### config.mk
export PLATFORM = sky130hd
export DESIGN_NAME = opll_write_sequencer
export DESIGN_NICKNAME = d
export VERILOG_FILES = /design/src/rtl/opll_write_sequencer.sv
export SDC_FILE = /design/constraint.sdc
export NUM_CORES = 1
export LEC_CHECK = 0
export CAP_MARGIN = 5
export CORE_ASPECT_RATIO = 0.7
export CORE_MARGIN = 2
export CORE_UTILIZATION = 42
export DETAILED_ROUTE_END_ITERATION = 6
export PLACE_DENSITY_LB_ADDON = 0.3
export SLEW_MARGIN = 20
export SYNTH_ARGS = -nofsm -noshare
export SYNTH_HDL_FRONTEND = slang
export SYNTH_SLANG_ARGS = --single-unit
### constraint.sdc
create_clock -name clk -period 2.55 [get_ports clk]
set_input_delay 0.3825 -clock clk [delete_from_list [all_inputs] [get_ports clk]]
set_output_delay 0.3825 -clock clk [all_outputs]
set_load 0.01 [all_outputs]
### src/rtl/opll_write_sequencer.sv
// opll_write_sequencer
// Queues host register writes in a small FIFO and replays each one onto an
// OPLL-style chip bus as an address strobe, an address settle wait, a data
// strobe and a data settle wait. All bus outputs are registered.
//
// Optional feature: define OPLL_WRSEQ_ADDR_SKIP_EN to remember the last
// address written and skip the address phase when the next write targets
// the same register.
//
// Ports:
//   clk         - sole clock, all state on the rising edge
//   rst         - asynchronous, active-high reset
//   req_valid   - host write request valid
//   req_ready   - request accepted when high together with req_valid
//   req_addr    - OPLL register address
//   req_data    - OPLL register data
//   bus_d       - chip data bus value (i_D)
//   bus_a0      - 0 = address phase, 1 = data phase (i_A0)
//   bus_wr      - active-high write strobe (inverted externally to i_WR_n)
//   busy        - high while a transaction runs or the FIFO holds entries
//   fifo_level  - current FIFO occupancy
module opll_write_sequencer #(
  parameter int FIFO_DEPTH = 4,
  parameter int STB_CYCLES = 4,
  parameter int ADDR_WAIT  = 12,
  parameter int DATA_WAIT  = 84
) (
  input  logic                              clk,
  input  logic                              rst,
  input  logic                              req_valid,
  output logic                              req_ready,
  input  logic [7:0]                        req_addr,
  input  logic [7:0]                        req_data,
  output logic [7:0]                        bus_d,
  output logic                              bus_a0,
  output logic                              bus_wr,
  output logic                              busy,
  output logic [$clog2(FIFO_DEPTH+1)-1:0]   fifo_level
);

  localparam int PTR_W = $clog2(FIFO_DEPTH);
  localparam int LVL_W = $clog2(FIFO_DEPTH + 1);

  typedef enum logic [2:0] {
    IDLE     = 3'd0,
    ADDR_STB = 3'd1,
    ADDR_WT  = 3'd2,
    DATA_STB = 3'd3,
    DATA_WT  = 3'd4
  } state_t;

  state_t           state_r;
  logic [7:0]       cnt_r;
  logic [7:0]       data_stage_r;
  logic [7:0]       bus_d_r;
  logic             bus_a0_r;
  logic             bus_wr_r;
  logic             ready_r;
  logic [15:0]      mem_r [FIFO_DEPTH];
  logic [PTR_W-1:0] wr_ptr_r;
  logic [PTR_W-1:0] rd_ptr_r;
  logic [LVL_W-1:0] level_r;
  logic [LVL_W-1:0] level_next_s;
  logic             push_s;
  logic             pop_s;
  logic             skip_s;
  logic [15:0]      head_s;

  // FIFO handshake decode and next occupancy
  always_comb begin
    push_s       = req_valid && ready_r;
    pop_s        = (state_r == IDLE) && (level_r != LVL_W'(0));
    head_s       = mem_r[rd_ptr_r];
    level_next_s = level_r;
    if (push_s && !pop_s) begin
      level_next_s = level_r + LVL_W'(1);
    end else if (pop_s && !push_s) begin
      level_next_s = level_r - LVL_W'(1);
    end else begin
      level_next_s = level_r;
    end
  end

  // FIFO storage; contents are only meaningful below the occupancy count
  always_ff @(posedge clk) begin
    if (push_s) begin
      mem_r[wr_ptr_r] <= {req_addr, req_data};
    end
  end

  // FIFO pointers, occupancy and ready; ready is computed from the next
  // occupancy so it reflects the registered level and never allows a push
  // into a full FIFO, even on a pop edge
  always_ff @(posedge clk or posedge rst) begin
    if (rst) begin
      wr_ptr_r <= PTR_W'(0);
      rd_ptr_r <= PTR_W'(0);
      level_r  <= LVL_W'(0);
      ready_r  <= 1'b0;
    end else begin
      if (push_s) begin
        wr_ptr_r <= wr_ptr_r + PTR_W'(1);
      end else begin
        wr_ptr_r <= wr_ptr_r;
      end
      if (pop_s) begin
        rd_ptr_r <= rd_ptr_r + PTR_W'(1);
      end else begin
        rd_ptr_r <= rd_ptr_r;
      end
      level_r <= level_next_s;
      ready_r <= (level_next_s != LVL_W'(FIFO_DEPTH));
    end
  end

`ifdef OPLL_WRSEQ_ADDR_SKIP_EN
  logic [7:0] last_addr_r;
  logic       last_addr_vld_r;

  assign skip_s = last_addr_vld_r && (head_s[15:8] == last_addr_r);

  // Remember the address once its strobe has completed
  always_ff @(posedge clk or posedge rst) begin
    if (rst) begin
      last_addr_r     <= 8'h00;
      last_addr_vld_r <= 1'b0;
    end else if ((state_r == ADDR_STB) && (cnt_r == 8'd0)) begin
      last_addr_r     <= bus_d_r;
      last_addr_vld_r <= 1'b1;
    end else begin
      last_addr_r     <= last_addr_r;
      last_addr_vld_r <= last_addr_vld_r;
    end
  end
`else
  assign skip_s = 1'b0;
`endif

  // Bus sequencing FSM; one shared down-counter is loaded with (length-1)
  // on entry to each timed state and the state exits when it reaches zero.
  // bus_d/bus_a0 only change on the edge entering a strobe state.
  always_ff @(posedge clk or posedge rst) begin
    if (rst) begin
      state_r      <= IDLE;
      cnt_r        <= 8'd0;
      data_stage_r <= 8'h00;
      bus_d_r      <= 8'h00;
      bus_a0_r     <= 1'b0;
      bus_wr_r     <= 1'b0;
    end else begin
      case (state_r)
        IDLE: begin
          if (pop_s) begin
            data_stage_r <= head_s[7:0];
            bus_wr_r     <= 1'b1;
            cnt_r        <= 8'(STB_CYCLES - 1);
            if (skip_s) begin
              state_r  <= DATA_STB;
              bus_a0_r <= 1'b1;
              bus_d_r  <= head_s[7:0];
            end else begin
              state_r  <= ADDR_STB;
              bus_a0_r <= 1'b0;
              bus_d_r  <= head_s[15:8];
            end
          end else begin
            state_r <= IDLE;
          end
        end
        ADDR_STB: begin
          if (cnt_r == 8'd0) begin
            state_r  <= ADDR_WT;
            bus_wr_r <= 1'b0;
            cnt_r    <= 8'(ADDR_WAIT - 1);
          end else begin
            cnt_r <= cnt_r - 8'd1;
          end
        end
        ADDR_WT: begin
          if (cnt_r == 8'd0) begin
            state_r  <= DATA_STB;
            bus_wr_r <= 1'b1;
            bus_a0_r <= 1'b1;
            bus_d_r  <= data_stage_r;
            cnt_r    <= 8'(STB_CYCLES - 1);
          end else begin
            cnt_r <= cnt_r - 8'd1;
          end
        end
        DATA_STB: begin
          if (cnt_r == 8'd0) begin
            state_r  <= DATA_WT;
            bus_wr_r <= 1'b0;
            cnt_r    <= 8'(DATA_WAIT - 1);
          end else begin
            cnt_r <= cnt_r - 8'd1;
          end
        end
        DATA_WT: begin
          if (cnt_r == 8'd0) begin
            state_r <= IDLE;
          end else begin
            cnt_r <= cnt_r - 8'd1;
          end
        end
        default: begin
          state_r  <= IDLE;
          cnt_r    <= 8'd0;
          bus_wr_r <= 1'b0;
        end
      endcase
    end
  end

  assign req_ready  = ready_r;
  assign bus_d      = bus_d_r;
  assign bus_a0     = bus_a0_r;
  assign bus_wr     = bus_wr_r;
  assign fifo_level = level_r;
  assign busy       = (state_r != IDLE) || (level_r != LVL_W'(0));

endmodule

# --- Yosys cells after proc, flatten, opt, wreduce, memory -nomap -nowiden ---
# Memory sizes are Yosys's and may differ from the RTL's.
# Cells that the tools add are included.
classes:
  n_mux: 25
  n_eq_ne: 12
  n_bitwise: 1
  addsub: 5
  n_reduce_logical: 18
ops:
  columns: ["op", "n"]
  rows:
  - ["two-way mux 8 bit", 7]
  - ["case mux 8 bit (5 select lines)", 1]
  - ["two-way mux 3 bit", 6]
  - ["case mux 8 bit (2 select lines)", 1]
  - ["case mux 3 bit (5 select lines)", 1]
  - ["!= test 2 bit, second input constant", 6]
  - ["zero test 8 bit", 1]
  - ["AND reduction 4 bit", 2]
  - ["subtractor 8 x 1 -> 8 bit, second input constant", 1]
  - ["two-way mux 1 bit", 7]
  - ["equality test 3 x 2 -> 1 bit, second input constant", 2]
  - ["nonzero test 3 bit", 2]
  - ["adder 2 x 1 -> 2 bit, second input constant", 2]
  - ["logical AND 1 bit", 4]
  - ["case mux 1 bit (4 select lines)", 1]
  - ["AND reduction 2 bit", 2]
  - ["adder 3 x 1 -> 3 bit, second input constant", 1]
  - ["equality test 3 x 1 -> 1 bit, second input constant", 1]
  - ["equality test 3 bit, second input constant", 1]
  - ["zero test 3 bit", 1]
  - ["!= test 3 bit, second input constant", 1]
  - ["AND reduction 3 bit", 1]
  - ["subtractor 3 x 1 -> 3 bit, second input constant", 1]
  - ["zero test 1 bit", 2]
  - ["other kinds (6)", 6]
totals:
  n_memories: 1
  register_bits: 37
  word_cells: 72
  input_bits: 19
  ram_bits: 64
  out_inout_bits: 15
mem_list:
  columns: ["memory", "words", "width", "rd", "rd_clocked_by_memory_dff", "write_ports", "line", "rtl"]
  rows:
  - ["mem_r", 4, 16, 1, 0, 1, "59", "logic [15:0] mem_r [FIFO_DEPTH];"]

# --- Longest topological paths before layout ---
depth:
  depth_word: 6
  depth_mapped: 9
  ltp_nobuf: 7

# --- Worst setup path after synthesis ---
# No wires, ideal clock.
synth_timing:
  kind: "register to register"
  from: "register level_r[0], in the netlist fifo_level[0]"
  to: "register bus_wr_r, in the netlist bus_wr"
  synth_period_minus_slack_ns: 1.739
  setup_slack_ns: 0.811
  path_stages_with_launch: 8
  setup_time_ns: 0.127
  required_ns: 2.423
  arrival_ns: 1.611
  path_buffers: 0
  path_cell_list: "dfrtp_1 inv_1 ha_1 nor2b_1 nand2_1 o211ai_4 nor3b_1 a21oi_2"
synth_between:
  elab_chain_cells: 4
synth_rtl:
  columns: ["item", "line", "rtl"]
  rows:
  - ["start: declaration", "62", "logic [LVL_W-1:0] level_r;"]
  - ["start signal: assignment", "111", "level_r <= level_next_s;"]
  - ["nonzero test 3 bit", "72", "pop_s = (state_r == IDLE) && (level_r != LVL_W'(0));"]
  - ["logical AND 1 bit", "72", null]
  - ["!= test 2 bit (no source line)", null, null]
  - ["AND reduction 4 bit (no source line)", null, null]
  - ["end signal: assignment", "149", "bus_wr_r <= 1'b0;"]
  - ["end signal: assignment", "155", "bus_wr_r <= 1'b1;"]
  - ["end signal: assignment", "173", "bus_wr_r <= 1'b0;"]
  - ["end: declaration", "57", "logic bus_wr_r;"]
# No other way between the ends.
# A chain may end at the register's enable or synchronous reset.

# --- Final worst setup path ---
layout_timing:
  from: "register level_r[0], in the netlist fifo_level[0]"
  to: "output port busy"
layout_between:
  elab_chain_cells: 2
layout_rtl:
  columns: ["item", "line", "rtl"]
  rows:
  - ["nonzero test 3 bit", "220", "assign busy = (state_r != IDLE) || (level_r != LVL_W'(0));"]
  - ["logical OR 1 bit", "220", null]
  - ["end: declaration", "37", "output logic busy,"]
# No other way between the ends.

==> metrics.txt <==
critical path endpoint category output port; Initial DRT Pass Iterations 4; Netlist cell types 49; Data required, critical path 2.17 ns; die area 11,300 um^2; yosys warns 0; CTS Hold Bufs 0; max frequency 411 MHz; die extent in x 126 um; maximum clock path buffer count 2; Period minus WS final 2.43 ns; largest net degree at the start of global routing 38; # setup viols final 0; crit path launch type flop; Filler Cells Inserted 892; routability cong. 0.856; Syn Std Cell Area 4380 um^2; static leakage 0.00188 uW; Seq/Total Area, Yosys 65.0%; DIE HEIGHT 89.5 um; antenna violations before repair 0; detailed-route DRC error count 0; final WL 7.88 mm; Root Buffer clkbuf_16; Slew headroom 64.5%; Crit path arrival time 2.05 ns; GRT Residual Overflow 0; critical path class reg -> out; Max-Cap Viols 0; clk_lat worst skew 0.35 ns; IO Port Bufs 33; number of buffers created by CTS 9; initial drt markers 163; Post-Syn Nets 320; status finished, final reports clean; H-tree levels 3; Max Slew Vio Count 0; CTS resizes 0; vias in the first global route 2,443; Seq. cell area 2850 um^2; Antenna Cells 0; Avg Inst Size Synth 15.0 um^2; Avg Vias per Cell 5.22; crit-path max FO 6; Sum Neg Setup Slack 0 ns; Worst VDD drop 415 uV; Pwr Density 777 nW/um^2; Final ANT Viol Nets 0; Avg WL per Cell 16.7 um; HPWL Detailed 5.38 mm; Area growth syn-to-layout 18.5%; first-pass GRT wire length 12.9 mm; worst hold path class in -> async; FF+latch count, synth 101; utilization after layout 50.7%; Clk pin slew, worst setup/hold paths 0.07 ns; Post-Syn Instances 292; Worst Skew 0.0124 ns; All-Layer GR Usage 15.4%; Final #Nets 363; share of layout cells above drive strength 1 18.8%; Final Cycle Share 95.5%; Worst-Margin Slew 0.533 ns; total I/O pin count 34; initial core utilization 42.8%; multi-input logic area 1440 um^2; Post-CTS Setup Inserts 0; core box area 10,200 um^2; Fin. Hold Viols 0; CTS Sinks 101; Rows 31; CTS tree done; vias 2,463
==> worst max-delay path, cell delays in order, from the launching register on <==
cell             delay [ns]
dfrtp_2                0.42
inv_1                  0.10
ha_1                   0.23
nor2b_2                0.18
nand2_1                0.20
clkdlybuf4s50_1        0.58
==> metrics by stage <==
step / hold WS (ns) / setup WS, ns / std cells / power, uW / cell area [um^2]
after floorplan: 0.479 / 0.811 / 292 / 2450 / 4380
after detailed placement: 0.473 / 0.424 / 456 / 2710 / 4880
after CTS: 0.461 / 0.0282 / 472 / 4080 / 5190
final: 0.451 / 0.115 / 472 / 4040 / 5190
after global placement: 0.466 / 0.505 / 456 / 2680 / 4880
after global routing: 0.489 / -0.00953 / 472 / 4230 / 5190
==> final timing paths <==
check                              start            end  slack, ns  cells past startpoint
max                        fifo_level[0]           busy       0.12                      5
min                                  rst       bus_d[2]       0.45                      3
max reg2reg                     cnt_r[0]         bus_wr       0.50                      7
min reg2reg                     bus_d[1]       bus_d[1]       0.48                      2
max in group asynchronous            rst  fifo_level[0]       1.74                      3
min in group clk                bus_d[1]       bus_d[1]       0.48                      2
==> synth_stat cells, drive strengths merged <==
| library cell | count | area share (%) |
|---|---|---|
| clkbuf | 3 | 0.26 |
| o21bai | 2 | 0.34 |
| a22o | 1 | 0.20 |
| o311ai | 1 | 0.20 |
| nand3 | 3 | 0.34 |
| nand4 | 1 | 0.14 |
| xnor2 | 7 | 1.4 |
| edfxtp | 64 | 44 |
| a211oi | 2 | 0.34 |
| nor3 | 7 | 1.1 |
| inv | 10 | 0.86 |
| nand2b | 5 | 0.71 |
| and2 | 2 | 0.34 |
| mux4 | 16 | 8.2 |
| xor2 | 1 | 0.20 |
| o21ai | 20 | 2.4 |
| o22ai | 1 | 0.14 |
| or3 | 3 | 0.54 |
| o211ai | 2 | 0.66 |
| nor2b | 3 | 0.43 |
| and3b | 1 | 0.20 |
| dfrtp | 37 | 21 |
| buf | 6 | 1.1 |
| nand2 | 26 | 2.2 |
| o221ai | 1 | 0.20 |
| ha | 9 | 2.6 |
| mux2i | 8 | 1.8 |
| o31ai | 3 | 0.51 |
| nor3b | 3 | 0.63 |
| nor2 | 17 | 1.6 |
| and3 | 4 | 0.57 |
| a31oi | 3 | 0.43 |
| mux2 | 8 | 2.1 |
| a22oi | 3 | 0.51 |
| or2 | 1 | 0.14 |
| a21oi | 5 | 0.66 |
| nor4 | 1 | 0.49 |
| o221a | 2 | 0.51 |
==> cells in the final DEF, fill, tap and decap left out, types with 4 or more instances in the layout <==
cell,instances
and3_1,4
nor2_1,15
nor3_1,4
xnor2_1,7
clkdlybuf4s50_1,33
inv_1,10
mux4_2,16
o21ai_1,5
o21ai_0,14
edfxtp_1,64
dfrtp_1,36
nand2b_1,5
buf_4,8
a21oi_1,4
nand2_1,26
mux2_2,8
mux2i_1,8
clkbuf_16,9
ha_1,9
==> sequential cells by signal (all words and copies together), names as in the netlist <==
register	count
mem_r	64
bus_d	8
cnt_r	8
data_stage_r	8
fifo_level	3
state_r	3
rd_ptr_r	2
wr_ptr_r	2
bus_a0	1
bus_wr	1
req_ready	1
==> cells by family after synthesis <==
group                    count (synthesis)  share of synthesized area (%)
multiplexers                            32                           12.1
AO/OA/AOI/OAI                           46                           7.08
XOR/XNOR                                 8                           1.60
adder cells (fa/ha/maj)                  9                           2.57
AND/OR/NAND/NOR                         77                           9.48
buffers and inverters                   19                           2.20
flip-flops                             101                           65.0
==> cell type report <==
type                            count  share of cell area (%)
Clock inverter                      7                    1.66
Timing Repair Buffer               41                    7.51
Clock buffer                        9                    4.34
Sequential cell                   101                    54.8
Tap cell                          132                    3.18
Multi-Input combinational cell    172                    27.7
Inverter                           10                   0.723
==> power by group <==
part	internal [uW]	switching [uW]	total (uW)
clock network	702	660	1360
logic	268	318	586
registers	2000	91.5	2090
==> routing by layer <==
layer	vias up	part of all wire [%]	GRT usage, %
li1	1184	-	-
met1	1223	49	21.1
met2	48	45	23.5
met3	8	4.2	5.09
met4	0	1.5	5.49
met5	-	0	0
Power figures use the tool's default switching activity.
